$ cat src/rtl/shifter_pkg.sv
// Shared encodings and elaboration helpers for the multi-cycle shift/rotate unit.
package shifter_pkg;

    typedef enum logic [2:0] {
        MODE_SHR  = 3'b000,
        MODE_SHRA = 3'b001,
        MODE_SHL  = 3'b010,
        MODE_ROR  = 3'b011,
        MODE_ROL  = 3'b100
    } mode_e;

    typedef enum logic [1:0] {
        S_IDLE  = 2'd0,
        S_SHIFT = 2'd1,
        S_DONE  = 2'd2
    } state_e;

    // STEP must be a power of two in 1..WIDTH; checked when the top elaborates.
    function automatic bit step_ok(input int step, input int width);
        return (step >= 1) && (step <= width) && ((step & (step - 1)) == 0);
    endfunction

    function automatic bit mode_valid(input logic [2:0] m);
        return m <= 3'b100;
    endfunction

endpackage

$ cat src/rtl/seq_shift_unit_if.sv
// Start/done request bus between the control unit (master) and the shifter (slave).
// SHIFTER_FLAGS_EN adds the zero/cout result flags.
interface seq_shift_unit_if #(
    parameter int WIDTH = 32
);
    logic             start;
    logic [2:0]       mode;
    logic [WIDTH-1:0] operand;
    logic [WIDTH-1:0] shiftBy;
    logic             busy;
    logic             done;
    logic [WIDTH-1:0] result;
`ifdef SHIFTER_FLAGS_EN
    logic             zero;
    logic             cout;

    modport master (output start, mode, operand, shiftBy,
                    input  busy, done, result, zero, cout);
    modport slave  (input  start, mode, operand, shiftBy,
                    output busy, done, result, zero, cout);
`else
    modport master (output start, mode, operand, shiftBy,
                    input  busy, done, result);
    modport slave  (input  start, mode, operand, shiftBy,
                    output busy, done, result);
`endif
endinterface

$ cat src/rtl/shift_step.sv
// Combinational shift/rotate by k (0..STEP) positions; cout_o is the last bit moved out.
module shift_step
    import shifter_pkg::*;
#(
    parameter int WIDTH = 32,
    parameter int STEP  = 1,
    parameter int KW    = $clog2(STEP + 1)
) (
    input  logic [WIDTH-1:0] data_i,
    input  logic [2:0]       mode_i,
    input  logic [KW-1:0]    k_i,
    output logic [WIDTH-1:0] data_o,
    output logic             cout_o
);

    always_comb begin
        data_o = data_i;
        cout_o = 1'b0;
        for (int i = 0; i < STEP; i++) begin
            if (i < int'(k_i)) begin
                case (mode_i)
                    MODE_SHR: begin
                        cout_o = data_o[0];
                        data_o = {1'b0, data_o[WIDTH-1:1]};
                    end
                    MODE_SHRA: begin
                        cout_o = data_o[0];
                        data_o = {data_o[WIDTH-1], data_o[WIDTH-1:1]};
                    end
                    MODE_SHL: begin
                        cout_o = data_o[WIDTH-1];
                        data_o = {data_o[WIDTH-2:0], 1'b0};
                    end
                    MODE_ROR: begin
                        cout_o = data_o[0];
                        data_o = {data_o[0], data_o[WIDTH-1:1]};
                    end
                    MODE_ROL: begin
                        cout_o = data_o[WIDTH-1];
                        data_o = {data_o[WIDTH-2:0], data_o[WIDTH-1]};
                    end
                    default: ;
                endcase
            end
        end
    end

endmodule

$ cat src/rtl/seq_shift_unit.sv
// Multi-cycle shift/rotate unit: up to STEP positions per clock, start/done handshake.
// Optional SHIFTER_FLAGS_EN adds registered zero/cout flags on the bus.
module seq_shift_unit
    import shifter_pkg::*;
#(
    parameter int WIDTH   = 32,
    parameter int SHAMT_W = $clog2(WIDTH),
    parameter int STEP    = 1
) (
    input  logic            clk,
    input  logic            clr,
    seq_shift_unit_if.slave bus
);

    localparam int            KW     = $clog2(STEP + 1);
    localparam logic [KW-1:0] STEP_K = KW'(STEP);

    if (!step_ok(STEP, WIDTH)) begin : g_bad_step
        $error("seq_shift_unit: STEP must be a power of two in 1..WIDTH");
    end

    state_e             state_q, state_d;
    logic [SHAMT_W-1:0] cnt_q, cnt_d;
    logic [WIDTH-1:0]   work_q, work_d;
    logic [2:0]         mode_q, mode_d;
    logic [WIDTH-1:0]   result_q;
    logic [KW-1:0]      k;
    logic [WIDTH-1:0]   step_data;
    logic               step_cout;
    logic               busy, done;

    logic [SHAMT_W-1:0] shamt;
    logic               unused_shift_hi;
    assign shamt           = bus.shiftBy[SHAMT_W-1:0];
    assign unused_shift_hi = ^bus.shiftBy[WIDTH-1:SHAMT_W];

    // Final partial step takes only what is left of the count.
    assign k = (32'(cnt_q) < STEP) ? KW'(cnt_q) : STEP_K;

    shift_step #(.WIDTH(WIDTH), .STEP(STEP), .KW(KW)) u_step (
        .data_i (work_q),
        .mode_i (mode_q),
        .k_i    (k),
        .data_o (step_data),
        .cout_o (step_cout)
    );

    always_ff @(posedge clk) begin
        if (clr) state_q <= S_IDLE;
        else     state_q <= state_d;
    end

    always_comb begin
        state_d = state_q;
        case (state_q)
            S_IDLE:  if (bus.start)
                         state_d = (shamt == '0 || !mode_valid(bus.mode)) ? S_DONE : S_SHIFT;
            S_SHIFT: if (cnt_q == SHAMT_W'(k)) state_d = S_DONE;
            S_DONE:  state_d = S_IDLE;
            default: state_d = S_IDLE;
        endcase
    end

    always_comb begin
        busy = (state_q != S_IDLE);
        done = (state_q == S_DONE);
    end

    always_comb begin
        work_d = work_q;
        cnt_d  = cnt_q;
        mode_d = mode_q;
        if (state_q == S_IDLE && bus.start) begin
            work_d = bus.operand;
            cnt_d  = shamt;
            mode_d = bus.mode;
        end else if (state_q == S_SHIFT) begin
            work_d = step_data;
            cnt_d  = cnt_q - SHAMT_W'(k);
        end
    end

    always_ff @(posedge clk) begin
        if (clr) begin
            work_q   <= '0;
            cnt_q    <= '0;
            mode_q   <= '0;
            result_q <= '0;
        end else begin
            work_q <= work_d;
            cnt_q  <= cnt_d;
            mode_q <= mode_d;
            // Result only moves on entry to DONE, so it holds until the next op finishes.
            if (state_d == S_DONE) result_q <= work_d;
        end
    end

`ifdef SHIFTER_FLAGS_EN
    logic last_q, last_d;
    logic zero_q, cout_q;

    always_comb begin
        last_d = last_q;
        if (state_q == S_IDLE && bus.start) last_d = 1'b0;
        else if (state_q == S_SHIFT)        last_d = step_cout;
    end

    always_ff @(posedge clk) begin
        if (clr) begin
            last_q <= 1'b0;
            zero_q <= 1'b0;
            cout_q <= 1'b0;
        end else begin
            last_q <= last_d;
            if (state_d == S_DONE) begin
                zero_q <= (work_d == '0);
                cout_q <= last_d;
            end
        end
    end

    assign bus.zero = zero_q;
    assign bus.cout = cout_q;
`else
    logic unused_cout;
    assign unused_cout = step_cout;
`endif

    assign bus.busy   = busy;
    assign bus.done   = done;
    assign bus.result = result_q;

endmodule
$ cat src/flat_wrapper.sv
// flat-port wrapper written by rule: the top's interface ports become plain ports
module seq_shift_unit_flat import shifter_pkg::*;
#(
    parameter int WIDTH   = 32,
    parameter int SHAMT_W = $clog2(WIDTH),
    parameter int STEP    = 1
)
  (clk, clr, bus_start, bus_mode, bus_operand, bus_shiftBy, bus_busy, bus_done, bus_result);
  seq_shift_unit_if #(.WIDTH(WIDTH)) bus_i ();
  input  logic clk;
  input  logic clr;
  input wire logic [$bits(bus_i.start)-1:0] bus_start;
  input wire logic [$bits(bus_i.mode)-1:0] bus_mode;
  input wire logic [$bits(bus_i.operand)-1:0] bus_operand;
  input wire logic [$bits(bus_i.shiftBy)-1:0] bus_shiftBy;
  output wire logic [$bits(bus_i.busy)-1:0] bus_busy;
  output wire logic [$bits(bus_i.done)-1:0] bus_done;
  output wire logic [$bits(bus_i.result)-1:0] bus_result;
  assign bus_i.start = bus_start;
  assign bus_i.mode = bus_mode;
  assign bus_i.operand = bus_operand;
  assign bus_i.shiftBy = bus_shiftBy;
  assign bus_busy = bus_i.busy;
  assign bus_done = bus_i.done;
  assign bus_result = bus_i.result;
  seq_shift_unit #(.WIDTH(WIDTH), .SHAMT_W(SHAMT_W), .STEP(STEP)) u_core (.clk(clk), .clr(clr), .bus(bus_i));
endmodule
$ cat config.mk
export PLATFORM = sky130hd
export DESIGN_NAME = seq_shift_unit_flat
export DESIGN_NICKNAME = d
export VERILOG_FILES = /design/src/rtl/shifter_pkg.sv /design/src/rtl/seq_shift_unit_if.sv /design/src/rtl/shift_step.sv /design/src/rtl/seq_shift_unit.sv /design/src/flat_wrapper.sv
export SDC_FILE = /design/constraint.sdc
export NUM_CORES = 1
export LEC_CHECK = 0
export ABC_CLOCK_PERIOD_IN_PS = 2300
export CAP_MARGIN = 20
export CELL_PAD_IN_SITES_DETAIL_PLACEMENT = 1
export CELL_PAD_IN_SITES_GLOBAL_PLACEMENT = 2
export CORE_UTILIZATION = 29
export CTS_BUF_LIST = sky130_fd_sc_hd__clkbuf_4
export CTS_CLUSTER_DIAMETER = 120
export DETAILED_ROUTE_END_ITERATION = 6
export PLACE_DENSITY_LB_ADDON = 0.1
export RECOVER_POWER = 50
export SLEW_MARGIN = 5
export SYNTH_ARGS = -nofsm -noshare
export SYNTH_HDL_FRONTEND = slang
export SYNTH_HIERARCHICAL = 1
export SYNTH_SLANG_ARGS = --single-unit
$ cat constraint.sdc
create_clock -name clk -period 2.3 [get_ports clk]
set_input_delay 0.46 -clock clk [delete_from_list [all_inputs] [get_ports clk]]
set_output_delay 0.46 -clock clk [all_outputs]
set_load 0.01 [all_outputs]
Yosys cells after proc, flatten, opt, wreduce, memory -nomap -nowiden. Index checks and enable logic that the tools add are counted.

Register bits: 74. Bits in writable memories: 0. Output and inout port bits: 34. ROM bits: 0. Input bits: 70. Latch bits: 0. Logic and storage cells: 36. Memories kept: 0.

Mux-type cells: 11. $lt $le $gt $ge: 3. $add $sub $neg: 1. $mul: 0. Reductions and logical operators: 8. Shift operators: 0. Bitwise operators: 0. Equality and inequality tests: 8. Div/mod/pow operators: 0.

Operator list (number): $pmux W32 S5 (1); $mux W32 (3); $mux W5 (2); $eq A3 B2 Y1 const B (2); $mux W2 (3); $eq A5 B1 Y1 (1); $logic_not A5 Y1 (1); $lt A5 B1 Y1 const B (1); $sub A5 B1 Y5 (1); $eq A2 B2 Y1 const B (2); $pmux W2 S2 (1); $reduce_bool A2 Y1 (2); $eq A3 B1 Y1 const B (1); $eq A3 B3 Y1 const B (1); $le A3 B3 Y1 const B (1); $logic_not A3 Y1 (1); $eq A2 B1 Y1 const B (1); $logic_not A2 Y1 (1); $logic_and A1 B1 Y1 (1); $logic_not A1 Y1 (1); $logic_or A1 B1 Y1 (1); $lt A1 B1 Y1 const A (1); $mux W1 (1).

Depth between registers and ports, before layout.
Depth after elaboration: 7. Depth in mapped cells: 10. Gate-level depth less buffers: 8.

Modules after synthesis. Netlist, hierarchy kept.

By module, submodules not included: seq_shift_unit (area an instance 3204.3 um^2, cells each 316, sequential area each 1481.4 um^2, times used 1); shift_step (area an instance 710.7 um^2, cells each 126, sequential area each 0.0 um^2, times used 1).

Worst setup path before layout. Ideal clock, no wire load.

Path type: flip-flop to flip-flop. Start point: register u_core.cnt_q[2]. End point: register u_core.result_q[12] (netlist: u_core/bus.result[12]). Clock period less this slack: 2.001 ns. Arrival: 1.879 ns. Library setup time: 0.121 ns. Slack: 0.299 ns. Cell stages (with the launch flop): 9. Data required time: 2.179 ns. Path buffers: 1. Cells stage by stage: dfxtp_1 > nor3_2 > nand3_1 > nand2_1 > clkbuf_1 > o21ai_1 > a32oi_1 > a21oi_1 > mux2_4.

Longest elaborated chain between the ends: 6. Elaborated cells between the ends (all ways): 10. Those cells by class: 2 x order compare; 2 x eq/ne; 6 x mux.

RTL lines: start: declaration (RTL line seq_shift_unit.sv:23) `logic [SHAMT_W-1:0] cnt_q, cnt_d;`; start signal: assignment (RTL line seq_shift_unit.sv:91) `cnt_q <= cnt_d;`; $lt A5 B1 Y1 (RTL line seq_shift_unit.sv:38) `assign k = (32'(cnt_q) < STEP) ? KW'(cnt_q) : STEP_K;`; $mux W1 (RTL line seq_shift_unit.sv:38); via u_core.k (RTL line seq_shift_unit.sv:27) `logic [KW-1:0] k;`; $lt A1 B1 Y1 (RTL line shift_step.sv:20) `if (i < int'(k_i)) begin`; $mux W32 (RTL line shift_step.sv:20); via u_core.step_data[12] (RTL line seq_shift_unit.sv:28) `logic [WIDTH-1:0] step_data;`; $mux W32 (RTL line seq_shift_unit.sv:77) `end else if (state_q == S_SHIFT) begin`; $mux W32 (RTL line seq_shift_unit.sv:73) `if (state_q == S_IDLE && bus.start) begin`; end signal: assignment (RTL line seq_shift_unit.sv:94) `if (state_d == S_DONE) result_q <= work_d;`; end: declaration (RTL line seq_shift_unit.sv:26) `logic [WIDTH-1:0] result_q;`.

The timed path passes the listed nets, and every way through them passes these cells. A chain may end at the register's enable or synchronous reset.

Final worst setup path.
Start point: register u_core.state_q[0]. End point: output port bus_busy.

Longest elaborated chain between the ends: 1.

RTL lines: start: declaration (RTL line seq_shift_unit.sv:22) `state_e state_q, state_d;`; start signal: assignment (RTL line seq_shift_unit.sv:50) `else state_q <= state_d;`; $reduce_bool A2 Y1 (RTL line seq_shift_unit.sv:65) `busy = (state_q != S_IDLE);`; end: declaration (RTL line flat_wrapper.sv:16) `output wire logic [$bits(bus_i.busy)-1:0] bus_busy;`.

Every way passes these cells.

==> impl_metrics.py <==
metrics = {
    "floorplanning": {
        "coreArea_sq_um": 13200,
        "io_pins": 104,
        "rows": 42,
        "die_y_um": 118,
        "dieWidth_um": 118,
        "start_util_pct": 29.6,
        "dieArea_sq_um": 13900,
    },
    "clocking": {
        "cts-htree-levels": 3,
        "clk-insertion-delay-late_ps": 450,
        "cts_tree": "yes",
        "cts-root-buf": "clkbuf_4",
        "clock_path_buffers": 2,
        "clk_pin_slew_ps": 120,
        "numClockSinks": 74,
        "cts_hold_buf": 0,
        "numCtsBuffers": 9,
    },
    "route": {
        "vias": 3511,
        "drt_iter0_drc": 168,
        "antenna_left": 0,
        "dr.pass1.iters": 4,
        "wl_per_cell_um": 16.8,
        "drt_wl_total_mm": 11.5,
        "viasPerCell": 5.13,
        "drc": 0,
    },
    "timing": {
        "setup_violations": 0,
        "rsz0062_at_grt": "no",
        "min_period_ps": 2130,
        "max_clock_freq_ghz": 0.469,
        "tns_ps": 0,
        "whs_ps": 527,
        "slew_violations": 0,
        "worst_pin_slew_ps": 820,
        "slew_headroom_pct": 45.3,
        "finalHoldViolCount": 0,
        "finClkSkew_ps": 9.58,
        "final.period_utilization_pct": 92.6,
    },
    "worst_setup_path": {
        "crit_type": "flip-flop to primary output",
        "worst_setup_path_start_kind": "flip-flop",
        "crit_buf_inv": 2,
        "critical-path-max-stage-delay_ps": 530,
        "end_kind": "primary output",
        "crit_chain": "nor2_1 > inv_1 > clkdlybuf4s50_1",
        "required_ps": 1840,
        "cp_max_fo": 9,
        "crit_slowest_cell": "clkdlybuf4s50_1",
        "path_delay_family": "buffers and inverters",
        "worstPathArrival_ps": 1670,
    },
    "layout": {
        "instances_no_fill": 685,
        "postLayoutCellArea_sq_um": 5030,
        "drive_gt1_share_pct": 15.3,
        "multi_input_area_sq_um": 2190,
        "nFillCells": 1521,
        "nets": 579,
        "regArea_sq_um": 1480,
        "area_delta_synth_final_pct": 28.9,
        "num_antenna_cells": 0,
    },
    "power": {
        "leakage_nw": 1.92,
        "peakVddDrop_uv": 186,
        "pwr_density_cell_nw_per_um2": 643,
    },
    "grt": {
        "grt_pass1_wl_mm": 18.8,
        "grt_pass1_vias": 3640,
        "grt_max_degree": 75,
        "overflow": 0,
        "antenna_found_initial": 0,
        "grt_util_all_layers_pct": 17.0,
    },
    "placement": {
        "finalWeightedCongestion": 0.710,
        "placed_area_sq_um": 4930,
        "dp_hpwl_mm": 7.30,
        "dp_cells": 672,
        "port_buffers": 76,
    },
    "yosys": {
        "synth_nets": 512,
        "syn-cell-area_sq_um": 3900,
        "yosys_warnings": 6,
        "syn_area_per_cell_sq_um": 8.87,
        "synthCells": 440,
    },
    "hold_path": {
        "hp-class": "flip-flop to flip-flop",
    },
    "status": {
        "outcome": "finished, final reports clean",
    },
    "flow_run": {
        "drv_cap": 0,
    },
}
[report_power, final]
part | internal, mW | switching (mW)
Combinational | 0.485 | 0.570
Sequential | 1.39 | 0.0978
Clock | 0.223 | 0.467
Total | 2.10 | 1.13
[timing repair]
item | 4_1_cts | 5_1_grt
setup endpoints to repair | 0 | 15
setup buffers | 0 | 0
resized for setup | 0 | 3
[final timing paths]
| path | from | endpoint | slack (ps) | cells after the start |
|---|---|---|---|---|
| setup reg to reg | u_core/state_q[0] | u_core/cnt_q[4] | 210 | 5 |
| setup / recovery | u_core/state_q[0] | bus_busy | 170 | 3 |
| hold reg to reg | u_core/work_q[18] | u_core/work_q[18] | 530 | 2 |
| hold / removal | u_core/work_q[18] | u_core/work_q[18] | 530 | 2 |
[per-layer routing]
layer | share of wire, % | track usage [%]
met5 | 0 | 0
met2 | 44 | 26.1
met3 | 3.5 | 3.05
met4 | 1.7 | 6.97
met1 | 51 | 23.2
[area by class of cell]
cell class,count,area share (%)
tap,176,4.38
clock inverter,2,0.149
timing repair buffer,98,20.3
multi-input combinational,317,43.6
sequential,74,29.5
clock buffer,11,1.64
inverter,7,0.523
[placed cells by master (no fill, tap or decap), drive strengths merged, types with 7 or more instances in the layout]
| cell type | count |
|---|---|
| o21ai | 33 |
| dlygate4sd3 | 32 |
| inv | 7 |
| a32oi | 34 |
| dfxtp | 74 |
| buf | 22 |
| clkbuf | 12 |
| nor2b | 34 |
| nand2 | 75 |
| a21oi | 43 |
| clkdlybuf4s50 | 43 |
| mux2 | 32 |
| a22oi | 29 |
[state kept, by name, summed over array words and instances, names as in the netlist]
signal             flops
u_core/state_q         2
u_core/cnt_q           5
u_core/work_q         32
u_core/bus.result     32
u_core/mode_q          3
[per-stage QoR]
stage	power [mW]	util, %	setup slack, ps
6_report	3.23	38.1	170
5_1_grt	3.44	38.1	33.8
4_1_cts	3.30	38.1	45.3
3_5_place_dp	2.60	37.4	-103
3_3_place_gp	2.58	37.4	-76.4
2_1_floorplan	2.17	-	299
[worst reg2reg max path, delay by kind of cell (launching register included)]
family / cells / cell delay, ps
DFF: 1 / 420
AOI/OAI and AO/OA: 2 / 300
and+or+nand+nor: 2 / 590
buffers and inverters: 1 / 660
Note: power is estimated with default switching activity, not from simulation.
